--- src/rtl/key_scan_pkg.sv ---
// key_scan_pkg
// Shared constants and types for the keypad scanner.
//   NUM_COLS / NUM_ROWS : keypad matrix geometry (4 columns, 5 rows)
//   CODE_W              : width of a key code (codes 1..20, 0 = none, 31 = multi)
//   KEY_NONE / KEY_MULTI: reserved frame/debounce codes
//   scan_state_t        : column-scan FSM states
//   key_code_of()       : flat matrix bit index (row*4 + col) to key code
package key_scan_pkg;

  localparam int NUM_COLS = 4;
  localparam int NUM_ROWS = 5;
  localparam int NUM_KEYS = NUM_COLS * NUM_ROWS;
  localparam int CODE_W   = 5;

  localparam logic [CODE_W-1:0] KEY_NONE  = 5'd0;
  localparam logic [CODE_W-1:0] KEY_MULTI = 5'd31;

  typedef enum logic {
    COL_DWELL,
    FRAME_EVAL
  } scan_state_t;

  // Frame bits are laid out as row*NUM_COLS + col, so the key code is simply index + 1.
  function automatic logic [CODE_W-1:0] key_code_of(input logic [CODE_W-1:0] idx);
    return idx + CODE_W'(1);
  endfunction

endpackage

--- src/rtl/key_scan_sync_2ff.sv ---
// sync_2ff
// Two-flop synchronizer for asynchronous level inputs.
//   i_clk  : clock, rising edge
//   i_rstn : synchronous active-low reset, clears both stages
//   i_d    : asynchronous input bus (WIDTH bits)
//   o_q    : synchronized output, two clocks behind i_d
module sync_2ff #(
  parameter int WIDTH = 1
) (
  input  logic             i_clk,
  input  logic             i_rstn,
  input  logic [WIDTH-1:0] i_d,
  output logic [WIDTH-1:0] o_q
);

  logic [WIDTH-1:0] r_meta;
  logic [WIDTH-1:0] r_sync;

  always_ff @(posedge i_clk) begin
    if (!i_rstn) begin
      r_meta <= '0;
      r_sync <= '0;
    end else begin
      r_meta <= i_d;
      r_sync <= r_meta;
    end
  end

  assign o_q = r_sync;

endmodule

--- src/rtl/key_scan.sv ---
// key_scan
// Matrix keypad scanner: walks a one-hot column drive across 4 columns, samples
// the 5 row lines at the end of each column dwell, encodes one key code per scan
// frame, debounces it over DEB_SCANS frames and reports debounced presses.
//   i_clk       : clock, rising edge
//   i_rstn      : synchronous active-low reset
//   i_key_in    : row lines, bit r high = key in row r of the driven column closed
//   o_key_out   : column drive, one-hot, all zero during frame evaluation
//   o_key_code  : last debounced key code (1..20), 0 until the first press
//   o_key_valid : one-cycle pulse on each debounced press (including key slides)
//   o_key_held  : high while the debounced state is a single valid key
module key_scan
  import key_scan_pkg::*;
#(
  parameter int SCAN_DIV  = 10000,
  parameter int DEB_SCANS = 3
) (
  input  logic                i_clk,
  input  logic                i_rstn,
  input  logic [NUM_ROWS-1:0] i_key_in,
  output logic [NUM_COLS-1:0] o_key_out,
  output logic [CODE_W-1:0]   o_key_code,
  output logic                o_key_valid,
  output logic                o_key_held
);

  localparam int DIV_W = (SCAN_DIV > 1) ? $clog2(SCAN_DIV) : 1;
  localparam int CNT_W = $clog2(DEB_SCANS + 1);
  localparam logic [DIV_W-1:0] DWELL_LAST = DIV_W'(SCAN_DIV - 1);
  localparam logic [CNT_W-1:0] DEB_MAX    = CNT_W'(DEB_SCANS);
  localparam logic [1:0]       COL_LAST   = 2'(NUM_COLS - 1);

  // Synchronized rows
  logic [NUM_ROWS-1:0] w_rows;

  sync_2ff #(.WIDTH(NUM_ROWS)) u_row_sync (
    .i_clk  (i_clk),
    .i_rstn (i_rstn),
    .i_d    (i_key_in),
    .o_q    (w_rows)
  );

  // Scan / debounce state
  scan_state_t         r_state;
  logic [1:0]          r_col_idx;
  logic [DIV_W-1:0]    r_dwell;
  logic [NUM_KEYS-1:0] r_frame;
  logic [CODE_W-1:0]   r_cand;
  logic [CNT_W-1:0]    r_cnt;
  logic [CODE_W-1:0]   r_deb;
  logic [NUM_COLS-1:0] r_key_out;
  logic [CODE_W-1:0]   r_key_code;
  logic                r_key_valid;
  logic                r_key_held;

  // Row samples placed into the frame vector at the current column
  logic [NUM_COLS-1:0] w_col_onehot;
  logic [NUM_KEYS-1:0] w_sample_bits;

  assign w_col_onehot = NUM_COLS'(1) << r_col_idx;

  for (genvar gi = 0; gi < NUM_ROWS; gi++) begin : g_row
    assign w_sample_bits[gi*NUM_COLS +: NUM_COLS] = w_rows[gi] ? w_col_onehot : '0;
  end

  // Frame encode: empty -> none, one bit -> its code, several -> multi
  logic [CODE_W-1:0] w_hit_idx;
  logic              w_frame_empty;
  logic              w_frame_single;
  logic [CODE_W-1:0] w_frame_code;

  always_comb begin
    w_hit_idx = '0;
    for (int i = 0; i < NUM_KEYS; i++) begin
      if (r_frame[i]) w_hit_idx = CODE_W'(i);
    end
    w_frame_empty  = (r_frame == '0);
    // Clearing the lowest set bit leaves zero only when at most one bit was set.
    w_frame_single = !w_frame_empty && ((r_frame & (r_frame - NUM_KEYS'(1))) == '0);
    if (w_frame_empty)       w_frame_code = KEY_NONE;
    else if (w_frame_single) w_frame_code = key_code_of(w_hit_idx);
    else                     w_frame_code = KEY_MULTI;
  end

  // Debounce next-state
  logic [CODE_W-1:0] w_cand_next;
  logic [CNT_W-1:0]  w_cnt_next;
  logic              w_deb_change;
  logic              w_new_is_key;

  always_comb begin
    if (w_frame_code == r_cand) begin
      w_cand_next = r_cand;
      w_cnt_next  = (r_cnt == DEB_MAX) ? r_cnt : r_cnt + CNT_W'(1);
    end else begin
      w_cand_next = w_frame_code;
      w_cnt_next  = CNT_W'(1);
    end
    w_deb_change = (w_cnt_next == DEB_MAX) && (w_cand_next != r_deb);
    w_new_is_key = (w_cand_next != KEY_NONE) && (w_cand_next != KEY_MULTI);
  end

  // The column drive is registered from the current state, so it lags the
  // dwell counter by one cycle; each column still shows for SCAN_DIV cycles
  // and the idle reset state drives nothing.
  always_ff @(posedge i_clk) begin
    if (!i_rstn) begin
      r_state     <= COL_DWELL;
      r_col_idx   <= '0;
      r_dwell     <= '0;
      r_frame     <= '0;
      r_cand      <= KEY_NONE;
      r_cnt       <= '0;
      r_deb       <= KEY_NONE;
      r_key_out   <= '0;
      r_key_code  <= KEY_NONE;
      r_key_valid <= 1'b0;
      r_key_held  <= 1'b0;
    end else begin
      r_key_valid <= 1'b0;
      case (r_state)
        COL_DWELL: begin
          r_key_out <= w_col_onehot;
          if (r_dwell == DWELL_LAST) begin
            r_frame <= r_frame | w_sample_bits;
            r_dwell <= '0;
            if (r_col_idx == COL_LAST) begin
              r_state <= FRAME_EVAL;
            end else begin
              r_col_idx <= r_col_idx + 2'd1;
            end
          end else begin
            r_dwell <= r_dwell + DIV_W'(1);
          end
        end
        FRAME_EVAL: begin
          r_key_out <= '0;
          r_frame   <= '0;
          r_col_idx <= '0;
          r_state   <= COL_DWELL;
          r_cand    <= w_cand_next;
          r_cnt     <= w_cnt_next;
          if (w_deb_change) begin
            r_deb <= w_cand_next;
            if (w_new_is_key) begin
              r_key_code  <= w_cand_next;
              r_key_valid <= 1'b1;
              r_key_held  <= 1'b1;
            end else begin
              r_key_held  <= 1'b0;
            end
          end
        end
        default: r_state <= COL_DWELL;
      endcase
    end
  end

  assign o_key_out   = r_key_out;
  assign o_key_code  = r_key_code;
  assign o_key_valid = r_key_valid;
  assign o_key_held  = r_key_held;

endmodule

--- config.mk ---
export PLATFORM = sky130hd
export DESIGN_NAME = key_scan
export DESIGN_NICKNAME = d
export VERILOG_FILES = /design/src/rtl/key_scan_pkg.sv /design/src/rtl/key_scan_sync_2ff.sv /design/src/rtl/key_scan.sv
export SDC_FILE = /design/constraint.sdc
export NUM_CORES = 1
export LEC_CHECK = 0
export BUFFER_PORTS_ARGS = -buffer_cell sky130_fd_sc_hd__buf_2
export CAP_MARGIN = 20
export CORE_AREA = 4 4 84 86
export CTS_BUF_LIST = sky130_fd_sc_hd__clkbuf_8
export CTS_CLUSTER_DIAMETER = 120
export DETAILED_ROUTE_END_ITERATION = 10
export DIE_AREA = 0 0 88 90
export GPL_TIMING_DRIVEN = 0
export PLACE_DENSITY = 0.84
export SLEW_MARGIN = 15
export SYNTH_ARGS = -nofsm -noshare
export SYNTH_HDL_FRONTEND = slang
export SYNTH_SLANG_ARGS = --single-unit
--- constraint.sdc ---
create_clock -name i_clk -period 4.75 [get_ports i_clk]
set_input_delay 0.95 -clock i_clk [delete_from_list [all_inputs] [get_ports i_clk]]
set_output_delay 0.95 -clock i_clk [all_outputs]
set_load 0.01 [all_outputs]
==> results.ini, run 1 <==
[cells_and_area]
nets=456
filler_cell_count=504
final_util_pct=64.50
area_growth_pct=10.82
multiInputGateArea_sq_um=2052
seqCellArea_sq_um=1401
drive_gt1_share_pct=18.26
antenna_cells=0

[route]
vias=3130
wl_mm=8.170
detail_route.iter0.violations=298
drcViolationCount=0
dr.pass1.iters=5
avgRoutedWirePerCell_microns=15.53
drt-vias-per-instance=5.951
antenna_left=0

[worst_setup_path]
crit_chain=clkbuf_1, o311ai_1, a21oi_1, a211oi_1, mux2i_1, a21o_4, xor2_2, o2111ai_4, nor2_8, mux2i_1
cp_max_fo=9
cp_common_cell=mux2i_1
required_ps=5020
slowest_delay_ps=650
cp_slowest_cell=o311ai_1
critPathLaunchType=flop
crit_buf_inv=1
crit_family=compound AO/OA/AOI/OAI gates
critical_path_class=flop to flop
worstSetupEndpointType=flop
arrival_ps=3780

[grt]
grt_max_degree=13
grt_use_met2_pct=34.67
grt-ovfl-total=0
met3_usage_pct=3.565
grtUsageMet1_pct=27.18
top_usage_layer=met2
track_usage_pct=21.58
grt_antenna_before_repair=0
grt_pass1_wl_mm=13.74
grt_pass1_vias=3017

[placement]
dp_hpwl_mm=5.902
port_buffers=17
gp_congestion=0.8959

[floorplan]
design.die.area_sq_um=7920
core_area_sq_um=6277
io_pins=18
rows=29
start_util_pct=58.20
fp.dieW_microns=88
fp.dieH_microns=90

[sta]
tightest_slew_ps=691.4
post-route-period-util_pct=73.93
fmax_ghz=0.2848
setup_violations=0
period_needed_ps=3512
skew_ps=14.84
max_slew_margin_pct=53.60
tns_ps=0
drv_slew=0
grt_setup_unrepaired=false
hold_violations=0

[clocking]
clk_latency_ps=350
cts_made_buffers=9
clockBufferDepth=2
root_buffer=clkbuf_8
clock-sinks=70
clk_pin_slew_ps=80
cts_hold_buf=0
htree_levels=3
cts_resized=0
post_cts_buffers=0
cts_tree=done

[power_and_ir_drop]
switchingPower_uw=238.9
power.total_mw=1.113
irDropWorstVdd_mv=0.2079
clkPwrFrac_pct=44.0
sequentialPowerShare_pct=53.7
combPwrFrac_pct=2.2
cellLeakagePower_nw=1.636
internal_power_uw=874.1
switching_share_pct=21.46
power_density_nw_per_um2=274.9

[logic_synthesis]
yosys_warnings=0
ys_seq_area_share_pct=38.36
synth_flop_cell=dfxtp_1
async_reset_ff_share_pct=0
syn_nets=427
syn_avg_cell_area_sq_um=8.804
synth.distinct_cells=75
synth_edf_count=0
syn_inst=415
syn_area_sq_um=3654
synth.ff_latch_count=70

[flow_run]
maxCapViolations=0

[outcome]
outcome=finished, final reports clean

[hold_path]
hold_class=flop to flop

-- flip-flops by register name, indices dropped and copies added (netlist names) --
register and flops:
o_key_code 5, o_key_held 1, o_key_out 4, o_key_valid 1, r_cand 5, r_cnt 2
r_col_idx 2, r_deb 5, r_dwell 14, r_frame 20, r_state 1, u_row_sync.o_q 5
u_row_sync.r_meta 5
-- synth_stat cells, types with 5 or more instances --
master | instances | area share (%)
dfxtp_1 | 70 | 38
nor2_1 | 67 | 6.9
nand2_1 | 26 | 2.7
a21oi_1 | 25 | 3.4
and2_1 | 17 | 2.9
mux2i_1 | 17 | 4.7
nand3_1 | 12 | 1.6
clkbuf_1 | 10 | 1.0
inv_1 | 10 | 1.0
nor3_1 | 10 | 1.4
buf_2 | 9 | 1.2
xor2_1 | 8 | 1.9
and3_1 | 7 | 1.2
ha_1 | 5 | 1.7
nand4_1 | 5 | 0.86
nor2b_1 | 5 | 0.86
o21ai_0 | 5 | 0.68
-- layout by cell type, fill, tap and decap left out, types with 10 or more instances in the layout --
cell type   n
nand2_1    26
a21oi_1    25
nor3_1     10
nand3_1    12
buf_2      26
and2_1     17
inv_1      10
dfxtp_1    70
mux2i_1    17
clkbuf_1   10
nor2_1     67
clkbuf_8   13
-- cells by family (layout without fill, tap and decap cells) --
logic type | after synthesis | count (layout) | synth area share [%]
and+or+nand+nor | 178 | 178 | 25.55
AOI/OAI and AO/OA | 93 | 93 | 20.03
DFF | 70 | 70 | 38.36
buffers and inverters | 37 | 71 | 5.479
muxes | 17 | 17 | 4.657
xor gates and xnor gates | 15 | 15 | 4.212
adders and majority gates | 5 | 5 | 1.712
-- per-stage QoR --
| step | hold WS, ps | setup WS (ps) | std cells | instance area, sq um |
|---|---|---|---|---|
| floorplan | 411.9 | 1843 | 415 | 3654 |
| global route | 450.0 | 1073 | 526 | 4049 |
| global placement | 414.3 | 1492 | 509 | 3835 |
| CTS | 446.7 | 1279 | 525 | 4044 |
| finish | 437.6 | 1238 | 526 | 4049 |
| detailed placement | 431.0 | 1336 | 509 | 3835 |
-- area by class of cell --
| cell class | instances | area share [%] |
|---|---|---|
| buffer | 26 | 3.925 |
| inverter | 11 | 1.020 |
| clock inverter | 5 | 1.422 |
| tap | 77 | 2.379 |
| timing repair buffer | 18 | 2.225 |
| clock buffer | 11 | 3.739 |
| sequential | 70 | 34.61 |
| multi-input combinational | 308 | 50.68 |
-- path summary, 6_finish.rpt --
kind	end	depth (start not counted)	slack, ps	from
worst max-delay path	o_key_code[1]$_SDFFE_PN0P_	10	1240	r_frame[4]$_SDFFE_PN0P_
worst min-delay path	u_row_sync.o_q[4]$_SDFF_PN0_	1	440	u_row_sync.r_meta[4]$_SDFF_PN0_
worst min register to register	u_row_sync.o_q[4]$_SDFF_PN0_	1	440	u_row_sync.r_meta[4]$_SDFF_PN0_
worst max register to register	o_key_code[1]$_SDFFE_PN0P_	10	1240	r_frame[4]$_SDFFE_PN0P_
-- power by group through the flow --
stage	clock network [mW]	logic [mW]	registers, mW
CTS	0.498	0.0251	0.598
global route	0.523	0.0283	0.599
finish	0.490	0.0249	0.598
global placement	0	0.0237	0.611
floorplan	0	0.0165	0.610
detailed placement	0	0.0248	0.612
-- layer usage --
layer / vias up / routed length (microns)
li1: 1534 / -
met1: 1445 / 3661
met2: 119 / 3884
met3: 32 / 359
met4: 0 / 264
met5: - / 0
Note: power is estimated with default switching activity, not from simulation.
==> run 2: changes to the inputs <==
--- a/config.mk
+++ b/config.mk
@@ -7,11 +7,11 @@
 export LEC_CHECK = 0
 export BUFFER_PORTS_ARGS = -buffer_cell sky130_fd_sc_hd__buf_2
 export CAP_MARGIN = 20
-export CORE_AREA = 4 4 84 86
+export CORE_AREA = 4 4 86 88
 export CTS_BUF_LIST = sky130_fd_sc_hd__clkbuf_8
 export CTS_CLUSTER_DIAMETER = 120
 export DETAILED_ROUTE_END_ITERATION = 10
-export DIE_AREA = 0 0 88 90
+export DIE_AREA = 0 0 90 92
 export GPL_TIMING_DRIVEN = 0
 export PLACE_DENSITY = 0.84
 export SLEW_MARGIN = 15
==> constraint.sdc (replaced) <==
create_clock -name i_clk -period 3 [get_ports i_clk]
set_input_delay 0.6 -clock i_clk [delete_from_list [all_inputs] [get_ports i_clk]]
set_output_delay 0.6 -clock i_clk [all_outputs]
set_load 0.01 [all_outputs]
==> run 2 against run 1 <==
Against the previous run: the run now ends with setup timing left; critical path depth up 5; clock-buffer cell count did not move; fmax grew 9.1%; die area up 4.5%; global-route usage decreased by 1.0 points; routed wire length up 20%; non-clock buffer count rose by 20; clock power is 79% higher; hold slack got worse by 5.5 ps; register-to-register slack worse by 1500 ps; largest power group unchanged.
==> results.ini, run 2 (same netlist as run 1, synthesis figures left out) <==
[flow_run]
maxCapViolations=0

[power_and_ir_drop]
power_density_nw_per_um2=409.4
internal_power_mw=1.464
irDropWorstVdd_mv=0.3279
switchingPower_uw=396.4
cellLeakagePower_nw=1.828
sequentialPowerShare_pct=50.7
combPwrFrac_pct=2.1
clkPwrFrac_pct=47.2
switching_share_pct=21.30

[worst_setup_path]
crit_family=simple AND/OR/NAND/NOR gates
critPathLaunchType=flop
slowest_delay_ps=330
reg2reg_slack_ps=-220
reg2regPathDepth=15
cp_common_cell=buf_6
crit_chain=buf_6, nor4_4, and4_1, buf_6, a21oi_2, a211oi_4, buf_4, buf_6, nand4_1, a22oi_1, nand4_1, o2111ai_4, buf_4, mux2i_2, nor2_1
crit_buf_inv=5
r2r_start=r_frame[13]$_SDFFE_PN0P_
worstSetupEndpointType=flop
cp_slowest_cell=dfxtp_2
arrival_ps=3440
reg2reg_to=r_deb[3]$_SDFFE_PN0P_
cp_max_fo=10
required_ps=3220
critical_path_class=flop to flop

[clocking]
clk_pin_slew_ps=80
cts_made_buffers=9
clock-sinks=70
root_buffer=clkbuf_8
cts_tree=done
clockBufferDepth=2
htree_levels=3
cts_hold_buf=0
clk_latency_ps=350

[floorplan]
fp.dieH_microns=92
design.die.area_sq_um=8280
fp.dieW_microns=90
io_pins=18
rows=30
core_area_sq_um=6644
start_util_pct=54.99

[grt]
grtUsageMet1_pct=25.61
grt-ovfl-total=0
top_usage_layer=met2
grt_max_degree=13
track_usage_pct=20.55
grt_use_met2_pct=35.03
grt_pass1_wl_mm=14.10
grt_antenna_before_repair=0
met3_usage_pct=3.774
grt_pass1_vias=3094

[cells_and_area]
final_cells=549
nets=476
largest_reg_flops=20
filler_cell_count=459
final_common_cell=nor2_1
drive_gt1_share_pct=29.21
largest_register=r_frame
final_util_pct=68.42
fin_area_sq_um=4546
antenna_cells=0
area_growth_pct=24.42
reg_top3=r_frame (20), r_dwell (14)
final_cell_mix=nor2_1 (66), dfxtp_1 (60), buf_4 (28)

[sta]
hold_violations=0
tightest_slew_ps=697.5
period_needed_ps=3220
tns_ps=-1978
skew_ps=14.95
setup_ws_ps=-219.6
grt_setup_unrepaired=true
drv_slew=0
fmax_ghz=0.3106
post-route-period-util_pct=107.3
setup_violations=13
max_slew_margin_pct=53.19

[placement]
dp.cells=512
place_ws_ps=-341.9
placed_cell_area_sq_um=3839
gp_congestion=0.9044
port_buffers=17
dp_hpwl_mm=5.793

[hold_path]
whs_path_depth=1
hold_class=flop to flop
min_to=u_row_sync.o_q[1]$_SDFF_PN0_
hp-start=u_row_sync.r_meta[1]$_SDFF_PN0_

[outcome]
violations=setup timing
outcome=finished with violations

[route]
wl_mm=9.794
antenna_left=0
vias=3412
dr.pass1.iters=5
avgRoutedWirePerCell_microns=17.84
detail_route.iter0.violations=400
drt-vias-per-instance=6.215
drcViolationCount=0

==> run 2: cell count changes in the layout (fill, tap and decap cells not counted), sizes merged <==
cell / previous run / this run
clkinvlp: 0 / 1
buf: 31 / 55
clkinv: 5 / 3
clkbuf: 24 / 20
bufinv: 1 / 2
==> run 2: final cells by class <==
type                            count  area (sq um)  area share, %
Buffer                             19         148.9          3.276
Clock buffer                       11         151.4          3.331
Clock inverter                      5         81.33          1.789
Inverter                           11         41.29         0.9083
Multi-Input combinational cell    308          2290          50.37
Sequential cell                    70          1424          31.32
Tap cell                           80         100.1          2.202
Timing Repair Buffer               45         309.0          6.799
==> run 2: layer usage <==
metal / part of all wire [%] / routed length (microns)
met1: 43 / 4217
met2: 48 / 4659
met3: 5.0 / 491
met4: 4.3 / 426
met5: 0 / 0
==> run 2: how the worst max path moves through the flow <==
stage / start / slack (ps) / depth (start not counted) / endpoint
floorplan: r_frame[15]$_SDFFE_PN0P_ / 90 / 9 / o_key_code[0]$_SDFFE_PN0P_
global placement: r_frame[4]$_SDFFE_PN0P_ / -240 / 10 / o_key_code[0]$_SDFFE_PN0P_
detailed placement: r_frame[4]$_SDFFE_PN0P_ / -340 / 10 / o_key_code[1]$_SDFFE_PN0P_
CTS: r_frame[13]$_SDFFE_PN0P_ / -70 / 10 / o_key_code[1]$_SDFFE_PN0P_
global route: r_frame[13]$_SDFFE_PN0P_ / -330 / 15 / r_deb[3]$_SDFFE_PN0P_
finish: r_frame[13]$_SDFFE_PN0P_ / -220 / 15 / r_deb[3]$_SDFFE_PN0P_
==> run 2: power by group through the flow <==
stage / Combinational, mW / Clock [mW] / Sequential (mW)
finish: 0.0399 / 0.877 / 0.943
global route: 0.0446 / 0.922 / 0.945
CTS: 0.0395 / 0.880 / 0.947
detailed placement: 0.0390 / 0 / 0.968
global placement: 0.0373 / 0 / 0.967
floorplan: 0.0261 / 0 / 0.966
==> run 2: through the flow <==
stage	hold slack, ps	power (mW)
after floorplan	411.9	0.9922
after global placement	413.5	1.005
after detailed placement	416.9	1.007
after CTS	433.5	1.867
after global routing	453.0	1.911
final	432.1	1.861
==> run 2: repair_timing <==
action                                  4_1_cts  5_1_grt
buffers inserted                             10       17
gates resized for setup                      16       56
endpoints found under the setup margin       14       24
gates cloned                                  0        1
pin swaps                                    12       26
